--- config.mk ---
export PLATFORM = sky130hd
export DESIGN_NAME = gw_jtag_user_dr
export DESIGN_NICKNAME = d
export VERILOG_FILES = /design/src/rtl/gw_jtag_pkg.sv /design/src/rtl/gw_jtag_dr_chan.sv /design/src/rtl/gw_jtag_user_dr.sv
export SDC_FILE = /design/constraint.sdc
export NUM_CORES = 1
export LEC_CHECK = 0
export CORE_MARGIN = 3
export CORE_UTILIZATION = 52
export DETAILED_ROUTE_END_ITERATION = 8
export PLACE_DENSITY = 0.8
export SETUP_SLACK_MARGIN = 0.5
export SYNTH_ARGS = -nofsm -noshare
export SYNTH_HDL_FRONTEND = slang
export SYNTH_HIERARCHICAL = 1
export SYNTH_SLANG_ARGS = --single-unit
--- constraint.sdc ---
create_clock -name tck_i -period 2.4 [get_ports tck_i]
set_input_delay 0.48 -clock tck_i [delete_from_list [all_inputs] [get_ports tck_i]]
set_output_delay 0.48 -clock tck_i [all_outputs]
set_load 0.005 [all_outputs]
--- src/rtl/gw_jtag_pkg.sv ---
// Shared types and constants for the GW_JTAG user data-register bridge.
//   dr_state_t   : per-channel scan state (IDLE, SHIFT, HOLD)
//   cnt_w()      : width of a bit counter that must hold 0..w+1
//   MAX_CH       : upper bound on the number of user channels
//   MAX_DR_WIDTH : upper bound on the per-channel register width
package gw_jtag_pkg;

  localparam int MAX_CH       = 8;
  localparam int MAX_DR_WIDTH = 64;

  typedef enum logic [1:0] {
    IDLE  = 2'd0,
    SHIFT = 2'd1,
    HOLD  = 2'd2
  } dr_state_t;

  // The counter saturates at w+1, so it needs to represent w+2 distinct values.
  function automatic int cnt_w(input int w);
    return $clog2(w + 2);
  endfunction

endpackage

--- src/rtl/gw_jtag_dr_chan.sv ---
// One user data-register channel in the TCK domain.
//   tck_i, rst_n_i    : JTAG clock, asynchronous active-low reset
//   tlr_i             : test-logic-reset, returns the channel to IDLE
//   tdi_i             : serial data in
//   shift_capture_i   : shift/capture level from the primitive
//   cap_edge_i        : shift_capture_i rising edge (shared detector in top)
//   upd_edge_i        : update_i rising edge (shared detector in top)
//   enable_i          : this channel is selected
//   cap_data_i        : parallel status word loaded on capture
//   err_clr_i         : clears the sticky length error
//   tdo_o             : serial data out (LSB of the shift register)
//   upd_data_o        : last accepted update word
//   upd_valid_o       : one-cycle pulse when upd_data_o is loaded
//   len_err_o         : sticky length-mismatch flag
module gw_jtag_dr_chan
  import gw_jtag_pkg::*;
#(
  parameter int DR_WIDTH     = 32,
  parameter bit LENGTH_CHECK = 1'b1
) (
  input  logic                tck_i,
  input  logic                rst_n_i,
  input  logic                tlr_i,
  input  logic                tdi_i,
  input  logic                shift_capture_i,
  input  logic                cap_edge_i,
  input  logic                upd_edge_i,
  input  logic                enable_i,
  input  logic [DR_WIDTH-1:0] cap_data_i,
  input  logic                err_clr_i,
  output logic                tdo_o,
  output logic [DR_WIDTH-1:0] upd_data_o,
  output logic                upd_valid_o,
  output logic                len_err_o
);

  localparam int             CW       = cnt_w(DR_WIDTH);
  localparam logic [CW-1:0]  CNT_FULL = CW'(DR_WIDTH);
  localparam logic [CW-1:0]  CNT_SAT  = CW'(DR_WIDTH + 1);

  dr_state_t           state_q, state_d;
  logic [DR_WIDTH-1:0] shift_q, shift_d;
  logic [CW-1:0]       cnt_q, cnt_d;
  logic [DR_WIDTH-1:0] upd_q, upd_d;
  logic                valid_q, valid_d;
  logic                err_q, err_d;
  logic                set_err;

  always_comb begin
    // NOTE: every signal gets a default before any branch, so no path can
    // leave one unassigned and infer a latch.
    state_d = state_q;
    shift_d = shift_q;
    cnt_d   = cnt_q;
    upd_d   = upd_q;
    valid_d = 1'b0;
    err_d   = err_q;
    set_err = 1'b0;

    if (tlr_i) begin
      // Reset of the TAP wins over everything; the published word and the
      // sticky error survive it.
      state_d = IDLE;
      shift_d = '0;
      cnt_d   = '0;
    end else begin
      unique case (state_q)
        IDLE: begin
          if (enable_i && cap_edge_i) begin
            shift_d = cap_data_i;
            cnt_d   = '0;
            state_d = SHIFT;
          end
        end
        // An update arriving straight from SHIFT is handled like one from HOLD.
        SHIFT, HOLD: begin
          if (!enable_i) begin
            state_d = IDLE;
          end else if (upd_edge_i) begin
            state_d = IDLE;
            if (!LENGTH_CHECK || cnt_q == CNT_FULL) begin
              upd_d   = shift_q;
              valid_d = 1'b1;
            end else begin
              set_err = 1'b1;
            end
          end else if (shift_capture_i) begin
            // Re-entering Shift-DR from HOLD shifts straight away, no re-capture.
            shift_d = {tdi_i, shift_q[DR_WIDTH-1:1]};
            if (cnt_q != CNT_SAT) cnt_d = cnt_q + CW'(1);
            state_d = SHIFT;
          end else begin
            state_d = HOLD;
          end
        end
        default: state_d = IDLE;
      endcase
      // A new error wins over a clear in the same cycle.
      err_d = set_err | (err_q & ~err_clr_i);
    end
  end

  // NOTE: state registers use non-blocking assignments so every flop samples
  // the pre-edge value of every other flop.
  always_ff @(posedge tck_i or negedge rst_n_i) begin
    if (!rst_n_i) begin
      state_q <= IDLE;
      shift_q <= '0;
      cnt_q   <= '0;
      upd_q   <= '0;
      valid_q <= 1'b0;
      err_q   <= 1'b0;
    end else begin
      state_q <= state_d;
      shift_q <= shift_d;
      cnt_q   <= cnt_d;
      upd_q   <= upd_d;
      valid_q <= valid_d;
      err_q   <= err_d;
    end
  end

  assign tdo_o       = shift_q[0];
  assign upd_data_o  = upd_q;
  assign upd_valid_o = valid_q;
  assign len_err_o   = err_q;

endmodule

--- src/rtl/gw_jtag_user_dr.sv ---
// Multi-channel JTAG user data-register bridge behind the GW_JTAG primitive.
//   tck_i, rst_n_i   : JTAG clock, asynchronous active-low reset
//   tlr_i            : test-logic-reset from the primitive
//   tdi_i            : serial data in, shared by all channels
//   shift_capture_i  : primitive shift_dr_capture_dr_o
//   update_i         : primitive update_dr_o
//   enable_i         : per-channel select (one-hot or zero)
//   tdo_o            : per-channel serial out
//   cap_data_i       : capture words, channel k at [k*DR_WIDTH +: DR_WIDTH]
//   upd_data_o       : accepted update words, same packing
//   upd_valid_o      : per-channel one-cycle update pulse
//   len_err_o        : per-channel sticky length-mismatch flag
//   err_clr_i        : per-channel error clear
module gw_jtag_user_dr
  import gw_jtag_pkg::*;
#(
  parameter int NUM_CH       = 2,
  parameter int DR_WIDTH     = 32,
  parameter bit LENGTH_CHECK = 1'b1
) (
  input  logic                       tck_i,
  input  logic                       rst_n_i,
  input  logic                       tlr_i,
  input  logic                       tdi_i,
  input  logic                       shift_capture_i,
  input  logic                       update_i,
  input  logic [NUM_CH-1:0]          enable_i,
  output logic [NUM_CH-1:0]          tdo_o,
  input  logic [NUM_CH*DR_WIDTH-1:0] cap_data_i,
  output logic [NUM_CH*DR_WIDTH-1:0] upd_data_o,
  output logic [NUM_CH-1:0]          upd_valid_o,
  output logic [NUM_CH-1:0]          len_err_o,
  input  logic [NUM_CH-1:0]          err_clr_i
);

  if (NUM_CH < 1 || NUM_CH > MAX_CH) begin : g_bad_num_ch
    $error("gw_jtag_user_dr: NUM_CH=%0d out of range 1..%0d", NUM_CH, MAX_CH);
  end
  if (DR_WIDTH < 2 || DR_WIDTH > MAX_DR_WIDTH) begin : g_bad_width
    $error("gw_jtag_user_dr: DR_WIDTH=%0d out of range 2..%0d", DR_WIDTH, MAX_DR_WIDTH);
  end

  // Previous-cycle copies of the shared control levels, for edge detection.
  logic sc_q;
  logic upd_q;

  always_ff @(posedge tck_i or negedge rst_n_i) begin
    if (!rst_n_i) begin
      sc_q  <= 1'b0;
      upd_q <= 1'b0;
    end else begin
      sc_q  <= shift_capture_i;
      upd_q <= update_i;
    end
  end

  logic cap_edge;
  logic upd_edge;

  assign cap_edge = shift_capture_i & ~sc_q;
  assign upd_edge = update_i & ~upd_q;

  for (genvar k = 0; k < NUM_CH; k++) begin : g_ch
    gw_jtag_dr_chan #(
      .DR_WIDTH     (DR_WIDTH),
      .LENGTH_CHECK (LENGTH_CHECK)
    ) u_chan (
      .tck_i           (tck_i),
      .rst_n_i         (rst_n_i),
      .tlr_i           (tlr_i),
      .tdi_i           (tdi_i),
      .shift_capture_i (shift_capture_i),
      .cap_edge_i      (cap_edge),
      .upd_edge_i      (upd_edge),
      .enable_i        (enable_i[k]),
      .cap_data_i      (cap_data_i[k*DR_WIDTH +: DR_WIDTH]),
      .err_clr_i       (err_clr_i[k]),
      .tdo_o           (tdo_o[k]),
      .upd_data_o      (upd_data_o[k*DR_WIDTH +: DR_WIDTH]),
      .upd_valid_o     (upd_valid_o[k]),
      .len_err_o       (len_err_o[k])
    );
  end

endmodule

==> impl_metrics.tcl, run 1 <==
set metrics [dict create \
    drtIter0Drc 633 \
    ff2ff_path_depth 7 \
    grt_overflow 0 \
    ys.warnings.count 6 \
    r2r-start "g_ch[1].u_chan/state_q[0]" \
    ant_nets 0 \
    relSlewSlack 0.543 \
    ios 144 \
    max_slew.worst_pin.slew_ps 685 \
    cts_buffers 17 \
    initial_core_util 0.540 \
    setup_viol 0 \
    grt_pass1_vias 5767 \
    rsz0062_at_grt "true" \
    rows 42 \
    hold_path_class "input port to async pin" \
    htreeDepth 4 \
    clockRootBuffer "clkbuf_16" \
    worst_setup_path_end_kind "register" \
    fin_crit_sh 0.875 \
    clk_latency_ps 430 \
    num-fill-cells 703 \
    wl_per_cell_um 25.4 \
    power.leakage_nw 4.81 \
    grt_pass1_wl_um 31000 \
    cts_buffer_depth 2 \
    critPathKind "register to register" \
    slew_viol_final 0 \
    syn_area_per_cell_sq_um 12.7 \
    cap_violations 0 \
    synth_cell_types 42 \
    reg2reg_slack_ps 300 \
    finalClockSkew_ps 10.2 \
    final.setup.tns_ps 0 \
    vdd_drop_max_mv 0.531 \
    cts_hold_buf 0 \
    drive_above_1_share 0.288 \
    cts_tree "built" \
    grt_usage 0.262 \
    grt_max_degree 68 \
    powerDensity_nw_per_um2 593 \
    critical_path_required_ps 2670 \
    startpoint_type "register" \
    viasPerCell 6.46 \
    outcome "finished clean" \
    clkSinkCount 150 \
    stdcell_area_sq_um 10700 \
    numPortBuffers 143 \
    clk_pin_slew_ps 70 \
    fin_crit_ps 2100 \
    core_sq_um 13400 \
    ys_seq_elements 150 \
    routabilityCongestion 0.817 \
    final_common_cell "dfrtp_1" \
    synthCells 571 \
    area_growth_pct 48.6 \
    nNetsFinal 824 \
    dr.pass1.iters 5 \
    synth_edf_count 0 \
    vias 6001 \
    totalWireLength_um 23600 \
    dp_hpwl_um 10900 \
    drc_errors 0 \
    antenna_found_initial 0 \
    hold_viol_final 0 \
    max_freq_ghz 0.476 \
    die_area_sq_um 15400 \
    arrival_ps 2370 \
    dieHeight_um 124 \
    fp.dieW_um 124 \
    synthArstFlopShare 1.00 \
    placed_cell_area_sq_um 8870 \
    crit_fanout 33 \
    synth_fp_nets 655 \
    final_cell_mix "dfrtp_1 (150), clkdlybuf4s50_1 (140), mux2i_1 (66)" \
    antenna_cells 0 \
    yosysSeqAreaShare 0.519 \
    synth_flop_cell "dfrtp_1" \
    syn-cell-area_sq_um 7230 \
    timing.rr.end "g_ch[1].u_chan/shift_q[9]" \
]
power by group:
part | internal [mW] | switching (mW)
clock | 1.59 | 1.11
sequential | 2.65 | 0.122
combinational | 0.446 | 0.445
total | 4.69 | 1.68
Yosys cell counts (all sizes together) (5+ instances only):
cell	number	area, sq um
dfrtp	150	3750
mux2	70	897
o21ai	70	350
mux2i	66	661
o41ai	66	578
clkbuf	27	101
buf	24	169
nand2	12	45.0
inv	11	41.3
ha	10	125
nand2b	9	56.3
nand3	7	35.0
nor3	6	30.0
nand4	5	61.3
worst max-delay path by stage:
stage	from	endpoint	slack, ps	cells after the start
2_1_floorplan	g_ch[1].u_chan/state_q[0]	g_ch[1].u_chan/upd_data_o[0]	400	9
3_3_place_gp	shift_capture_i	g_ch[0].u_chan/cnt_q[2]	110	6
3_5_place_dp	shift_capture_i	g_ch[0].u_chan/cnt_q[2]	20	6
4_1_cts	g_ch[0].u_chan/state_q[0]	g_ch[0].u_chan/upd_data_o[29]	460	8
5_1_grt	g_ch[1].u_chan/state_q[0]	g_ch[1].u_chan/shift_q[9]	250	7
6_report	g_ch[1].u_chan/state_q[0]	g_ch[1].u_chan/shift_q[9]	300	7
state kept, by name, indices dropped and copies added, names as in the netlist:
register	flops
g_ch.u_chan/shift_q	64
g_ch.u_chan/upd_data_o	64
g_ch.u_chan/cnt_q	12
g_ch.u_chan/state_q	4
g_ch.u_chan/len_err_o	2
g_ch.u_chan/upd_valid_o	2
sc_q	1
upd_q	1
through the flow:
step	total power, mW	setup WS, ps	hold WS (ps)	util	std cells
final	6.37	300	70.7	0.802	929
after global routing	6.54	252	98.7	0.802	929
after CTS	6.12	461	67.7	0.744	914
after detailed placement	3.40	19.4	480	0.662	857
after global placement	3.37	110	473	0.662	857
after floorplan	3.10	398	184	-	571
timing repair:
item                                    4_1_cts  5_1_grt
pin swaps                                     3       22
gates resized for setup                      28      115
endpoints found under the setup margin      129      130
hold endpoints to repair                      0        0
setup buffers                                16        5
gates cloned                                  9       10
critical path, cell delays in order (launching register included):
cell	delay (ps)
dfrtp_1	390
inv_2	90
ha_4	220
and2b_2	210
and2_4	180
buf_12	140
buf_16	180
o41ai_1	510
logic make-up (layout without fill, tap and decap cells):
family	count (synthesis)	count (layout)	share of synthesized area
AOI/OAI and AO/OA	151	151	0.147
muxes	136	136	0.215
buffers and inverters	62	244	0.0431
adders and majority gates	10	10	0.0173
DFF	150	150	0.519
and+or+nand+nor	62	62	0.0587
final cells by class:
| class | count | area (sq um) | share of cell area |
|---|---|---|---|
| inverters | 11 | 41.3 | 0.00384 |
| well taps | 176 | 220 | 0.0205 |
| clock buffers | 21 | 460 | 0.0429 |
| repair buffers | 201 | 2420 | 0.225 |
| multi-input cells | 359 | 3730 | 0.347 |
| clock inverters | 11 | 125 | 0.0116 |
| flip-flops and latches | 150 | 3750 | 0.349 |
routing by layer:
layer	part of all wire	up-vias	GRT usage
met4	0.033	0	0.106
li1	-	2521	-
met1	0.39	3076	0.350
met3	0.078	66	0.0654
met2	0.50	338	0.412
met5	0	-	0
Power figures use the tool's default switching activity.
==> run 2, diff against run 1 <==
Settings changed: SETUP_SLACK_MARGIN 0.5 to 0.1.
==> run 2 against run 1 <==
Against the previous run:
- maximum frequency shrank 1.7%
- count of clock-buffer cells in the layout decreased by 1
- first-iteration DRC count is 52% lower
- critical path depth unchanged
- clock skew shrank 3.8 ps
- critical path type unchanged
- largest cell class unchanged
- highest routed layer unchanged
==> impl_metrics.tcl, run 2 (synthesis gave the netlist of run 1 again) <==
set metrics [dict create \
    multi_input_area_sq_um 3180 \
    cts_buffers 17 \
    cts_buffer_depth 2 \
    grt_pass1_wl_um 28400 \
    drtIter0Drc 301 \
    regArea_sq_um 3750 \
    path_buf_inv 2 \
    slew_viol_final 0 \
    final.setup.tns_ps 0 \
    routabilityCongestion 0.821 \
    grt_pass1_vias 5564 \
    area_growth_pct 30.0 \
    htreeDepth 4 \
    numPortBuffers 143 \
    setup_viol 0 \
    ant_nets 0 \
    wl_per_cell_um 19.5 \
    fin_crit_ps 2140 \
    outcome "finished clean" \
    fp.dieW_um 124 \
    clockRootBuffer "clkbuf_16" \
    die_area_sq_um 15400 \
    cts_tree "built" \
    rsz0062_at_grt "false" \
    drc_errors 0 \
    crit_chain "inv_1 -> ha_2 -> mux2_2 -> a31oi_4 -> buf_12 -> o21ai_0 -> o41ai_1" \
    final_common_cell "dfrtp_1" \
    max_slew.worst_pin.slew_ps 588 \
    vdd_drop_max_mv 0.413 \
    clkSinkCount 150 \
    clk_latency_ps 420 \
    placed_cell_area_sq_um 8840 \
    finalClockSkew_ps 6.39 \
    final_cell_mix "dfrtp_1 (150), clkdlybuf4s50_1 (141), o21ai_0 (70)" \
    hold_viol_final 0 \
    vias 5318 \
    cap_violations 0 \
    relSlewSlack 0.608 \
    ios 144 \
    grt_usage 0.236 \
    critPathKind "register to register" \
    hold_path_class "input port to async pin" \
    antenna_found_initial 0 \
    startpoint_type "register" \
    arrival_ps 2420 \
    rows 42 \
    crit_family "compound AO/OA/AOI/OAI gates" \
    grt_overflow 0 \
    fin_crit_sh 0.890 \
    worst_setup_path_end_kind "register" \
    grt_max_degree 61 \
    critical_path_required_ps 2690 \
    stdcell_area_sq_um 9400 \
    powerDensity_nw_per_um2 626 \
    dr.pass1.iters 5 \
    power.leakage_nw 4.14 \
    cp_slowest_stage_delay_ps 370 \
    drive_above_1_share 0.155 \
    core_sq_um 13400 \
    nNetsFinal 788 \
    crit_fanout 59 \
    clk_pin_slew_ps 60 \
    dieHeight_um 124 \
    max_freq_ghz 0.468 \
    viasPerCell 5.96 \
    antenna_cells 0 \
    num-fill-cells 931 \
    totalWireLength_um 17400 \
    dp_hpwl_um 11600 \
    slowest_stage "dfrtp_1" \
    initial_core_util 0.540 \
]
## run 2: changes by cell type in the layout (fill, tap and decap cells not counted), sizes merged
cell	delta
buf	-24
clkinv	+1
bufbuf	-2
dlygate4sd2	-1
bufinv	-1
clkdlybuf4s50	+1
clkbuf	-11
clkinvlp	+1
## run 2: cell type report
type,count,area share
multi-input combinational,359,0.338
clock buffer,20,0.0486
inverter,11,0.00439
tap,176,0.0234
clock inverter,12,0.0110
timing repair buffer,165,0.175
sequential,150,0.399
## run 2: where the power goes
| group | total [mW] | switching [mW] | internal, mW |
|---|---|---|---|
| sequential | 2.75 | 0.0992 | 2.65 |
| combinational | 0.613 | 0.311 | 0.302 |
| clock | 2.52 | 1.04 | 1.48 |
## run 2: routing by layer
layer / up-vias / track usage / wire length [um]
met3: 17 / 0.0518 / 939
met1: 2687 / 0.312 / 7480
met4: 0 / 0.0815 / 217
met2: 179 / 0.387 / 8760
li1: 2435 / - / -
met5: - / 0 / 0
## run 2: worst reg2reg max path, delay by kind of cell, from the launching register on
| family | cells | cell delay [ps] |
|---|---|---|
| adder cells (fa/ha/maj) | 1 | 360 |
| multiplexers | 1 | 360 |
| AO/OA/AOI/OAI | 3 | 590 |
| flip-flops | 1 | 370 |
| buffers and inverters | 2 | 320 |
## run 2: path summary, 6_finish.rpt
check                                           endpoint  slack [ps]  cells past startpoint                     startpoint
setup / recovery              g_ch[1].u_chan/shift_q[12]         260                      7      g_ch[1].u_chan/state_q[1]
hold / removal             g_ch[0].u_chan/upd_data_o[29]           5                      1                        rst_n_i
setup reg to reg              g_ch[1].u_chan/shift_q[12]         260                      7      g_ch[1].u_chan/state_q[1]
hold reg to reg            g_ch[1].u_chan/upd_data_o[13]         490                      1  g_ch[1].u_chan/upd_data_o[13]
max in group asynchronous     g_ch[0].u_chan/shift_q[30]        1630                      2                        rst_n_i
min in group tck_i         g_ch[1].u_chan/upd_data_o[13]         490                      1  g_ch[1].u_chan/upd_data_o[13]
## run 2: what timing repair did
item,CTS,global route
hold endpoints to repair,0,0
setup buffers,0,0
hold buffers,0,0
endpoints found under the setup margin,0,1
resized for setup,0,1
## run 2: per-stage QoR
stage / hold slack [ps] / utilization / cells / worst slack (ps) / total power [mW]
2_1_floorplan: 184 / - / 571 / 305 / 3.09
3_3_place_gp: 455 / 0.660 / 861 / 142 / 3.37
3_5_place_dp: 454 / 0.660 / 861 / 18.5 / 3.40
4_1_cts: 6.81 / 0.701 / 893 / 213 / 5.92
5_1_grt: 28.0 / 0.702 / 893 / 123 / 6.11
6_report: 5.02 / 0.702 / 893 / 263 / 5.88
==> run 3, diff against run 2 <==
Settings changed: CAP_MARGIN set to 20, CORE_MARGIN 3 to 2.
==> run 3 against run 2 <==
Against the previous run:
- wire length down 1.7%
- die area down 3.2%
- worst hold slack better by 490 ps
- first-iteration DRC count up 54%
- clock skew about the same
- register-to-register slack about the same
- sequential share of layout area down 0.67 points
==> impl_metrics.tcl, run 3 (synthesis gave the netlist of run 1 again) <==
set metrics [dict create \
    core_sq_um 13700 \
    vias 5352 \
    fin_crit_ps 2130 \
    die_area_sq_um 14900 \
    vdd_drop_max_mv 0.447 \
    cts_buffers 17 \
    rsz0062_at_grt "false" \
    final_common_cell "dfrtp_1" \
    regArea_sq_um 3750 \
    wl_per_cell_um 19.1 \
    antenna_cells 0 \
    stdcell_area_sq_um 9560 \
    arrival_ps 2490 \
    placed_cell_area_sq_um 8880 \
    nNetsFinal 785 \
    drc_errors 0 \
    outcome "finished clean" \
    clk_latency_ps 420 \
    rows 43 \
    grt_overflow 0 \
    dr.pass1.iters 5 \
    initial_core_util 0.527 \
    setup_viol 0 \
    drive_above_1_share 0.148 \
    fin_crit_sh 0.889 \
    critical_path_required_ps 2760 \
    cts_tree "built" \
    crit_fanout 33 \
    finalClockSkew_ps 6.01 \
    grt_max_degree 67 \
    fp.dieW_um 122 \
    antenna_found_initial 0 \
    max_freq_ghz 0.469 \
    fin_util 0.697 \
    reg2reg_slack_ps 270 \
    multi_input_area_sq_um 3180 \
    area_growth_pct 32.2 \
    holdWs_ps 491 \
    setup.worst_path.start "g_ch[1].u_chan/state_q[1]" \
    r2r-start "g_ch[1].u_chan/state_q[1]" \
    grt_pass1_vias 5505 \
    cts_buffer_depth 2 \
    htreeDepth 4 \
    hold_path_class "register to register" \
    final_cell_mix "dfrtp_1 (150), clkdlybuf4s50_1 (141), o21ai_0 (70)" \
    startpoint_type "register" \
    clk_pin_slew_ps 60 \
    clockRootBuffer "clkbuf_16" \
    clkSinkCount 150 \
    grt_pass1_wl_um 27900 \
    crit_chain "inv_1 -> ha_2 -> buf_4 -> nand2b_1 -> or4_1 -> nand3_1" \
    cap_violations 0 \
    dp_hpwl_um 11200 \
    ant_nets 0 \
    post-cts-setup-buffers 0 \
    num-fill-cells 971 \
    numPortBuffers 143 \
    relSlewSlack 0.595 \
    timing.rr.end "g_ch[1].u_chan/cnt_q[5]" \
    grt_usage 0.242 \
    ctsResizeCount 0 \
    hold_viol_final 0 \
    ios 144 \
    drtIter0Drc 463 \
    power.leakage_nw 4.20 \
    worst_setup_path_end_kind "register" \
    powerDensity_nw_per_um2 667 \
    max_slew.worst_pin.slew_ps 607 \
    routabilityCongestion 0.820 \
    totalWireLength_um 17100 \
    ff2ff_path_depth 6 \
    slowest_stage "or4_1" \
    cp-endpoint "g_ch[1].u_chan/cnt_q[5]" \
    critPathKind "register to register" \
    dieHeight_um 122 \
    cp_slowest_stage_delay_ps 530 \
    slew_viol_final 0 \
    viasPerCell 5.99 \
]
[run 3: cell types whose count changed in the layout (fill, tap and decap cells not counted), moves of 2 or more]
cell        change
buf_4           -8
buf_12          +5
bufinv_16       +4
clkbuf_8        +4
clkinv_2        -4
clkinv_4        -2
clkinvlp_4      -2
[run 3: worst max-delay path: cells and delay by family, from the launching register on]
kind | cells | cell delay [ps]
fa+ha+maj | 1 | 340
buf+inv | 2 | 540
flops | 1 | 370
simple gates | 3 | 810
[run 3: layer usage]
metal | wire length [um] | global-route usage | up-vias
met5 | 0 | 0 | -
met2 | 8010 | 0.389 | 200
met1 | 7470 | 0.314 | 2686
met3 | 1300 | 0.0726 | 24
met4 | 311 | 0.0826 | 0
li1 | - | - | 2442
[run 3: layout make-up]
class                           instances  share of cell area
Timing Repair Buffer                  162               0.176
Tap cell                              180              0.0235
Inverter                               11             0.00432
Multi-Input combinational cell        359               0.333
Clock buffer                           25              0.0539
Sequential cell                       150               0.392
Clock inverter                          7              0.0170
[run 3: what timing repair did]
item	CTS	global route
endpoints found under the hold margin	39	0
hold buffers	1	0
endpoints found under the setup margin	0	0
[run 3: metrics by stage]
stage          cells  setup TNS (ps)  worst slack [ps]  total power, mW
2_1_floorplan    571               0               305             3.09
3_3_place_gp     861               0               122             3.38
3_5_place_dp     861           -3.49             -3.49             3.41
4_1_cts          894               0               262             6.43
5_1_grt          894               0               139             6.62
6_report         894               0               266             6.38
[run 3: how the worst min path moves through the flow]
| stage | endpoint | startpoint | cells past startpoint | slack (ps) |
|---|---|---|---|---|
| floorplan | g_ch[0].u_chan/cnt_q[0] | rst_n_i | 0 | 180 |
| detailed placement | g_ch[1].u_chan/upd_data_o[1] | rst_n_i | 1 | 430 |
| CTS | g_ch[1].u_chan/upd_data_o[17] | g_ch[1].u_chan/upd_data_o[17] | 1 | 500 |
| global placement | g_ch[1].u_chan/upd_data_o[0] | rst_n_i | 1 | 430 |
| global route | g_ch[1].u_chan/upd_data_o[10] | g_ch[1].u_chan/upd_data_o[10] | 1 | 510 |
| finish | g_ch[1].u_chan/upd_data_o[19] | g_ch[1].u_chan/upd_data_o[19] | 1 | 490 |
[run 3: where the power goes]
| part | internal, mW | switching [mW] |
|---|---|---|
| registers | 2.65 | 0.101 |
| logic | 0.311 | 0.311 |
| clock network | 2.01 | 0.995 |
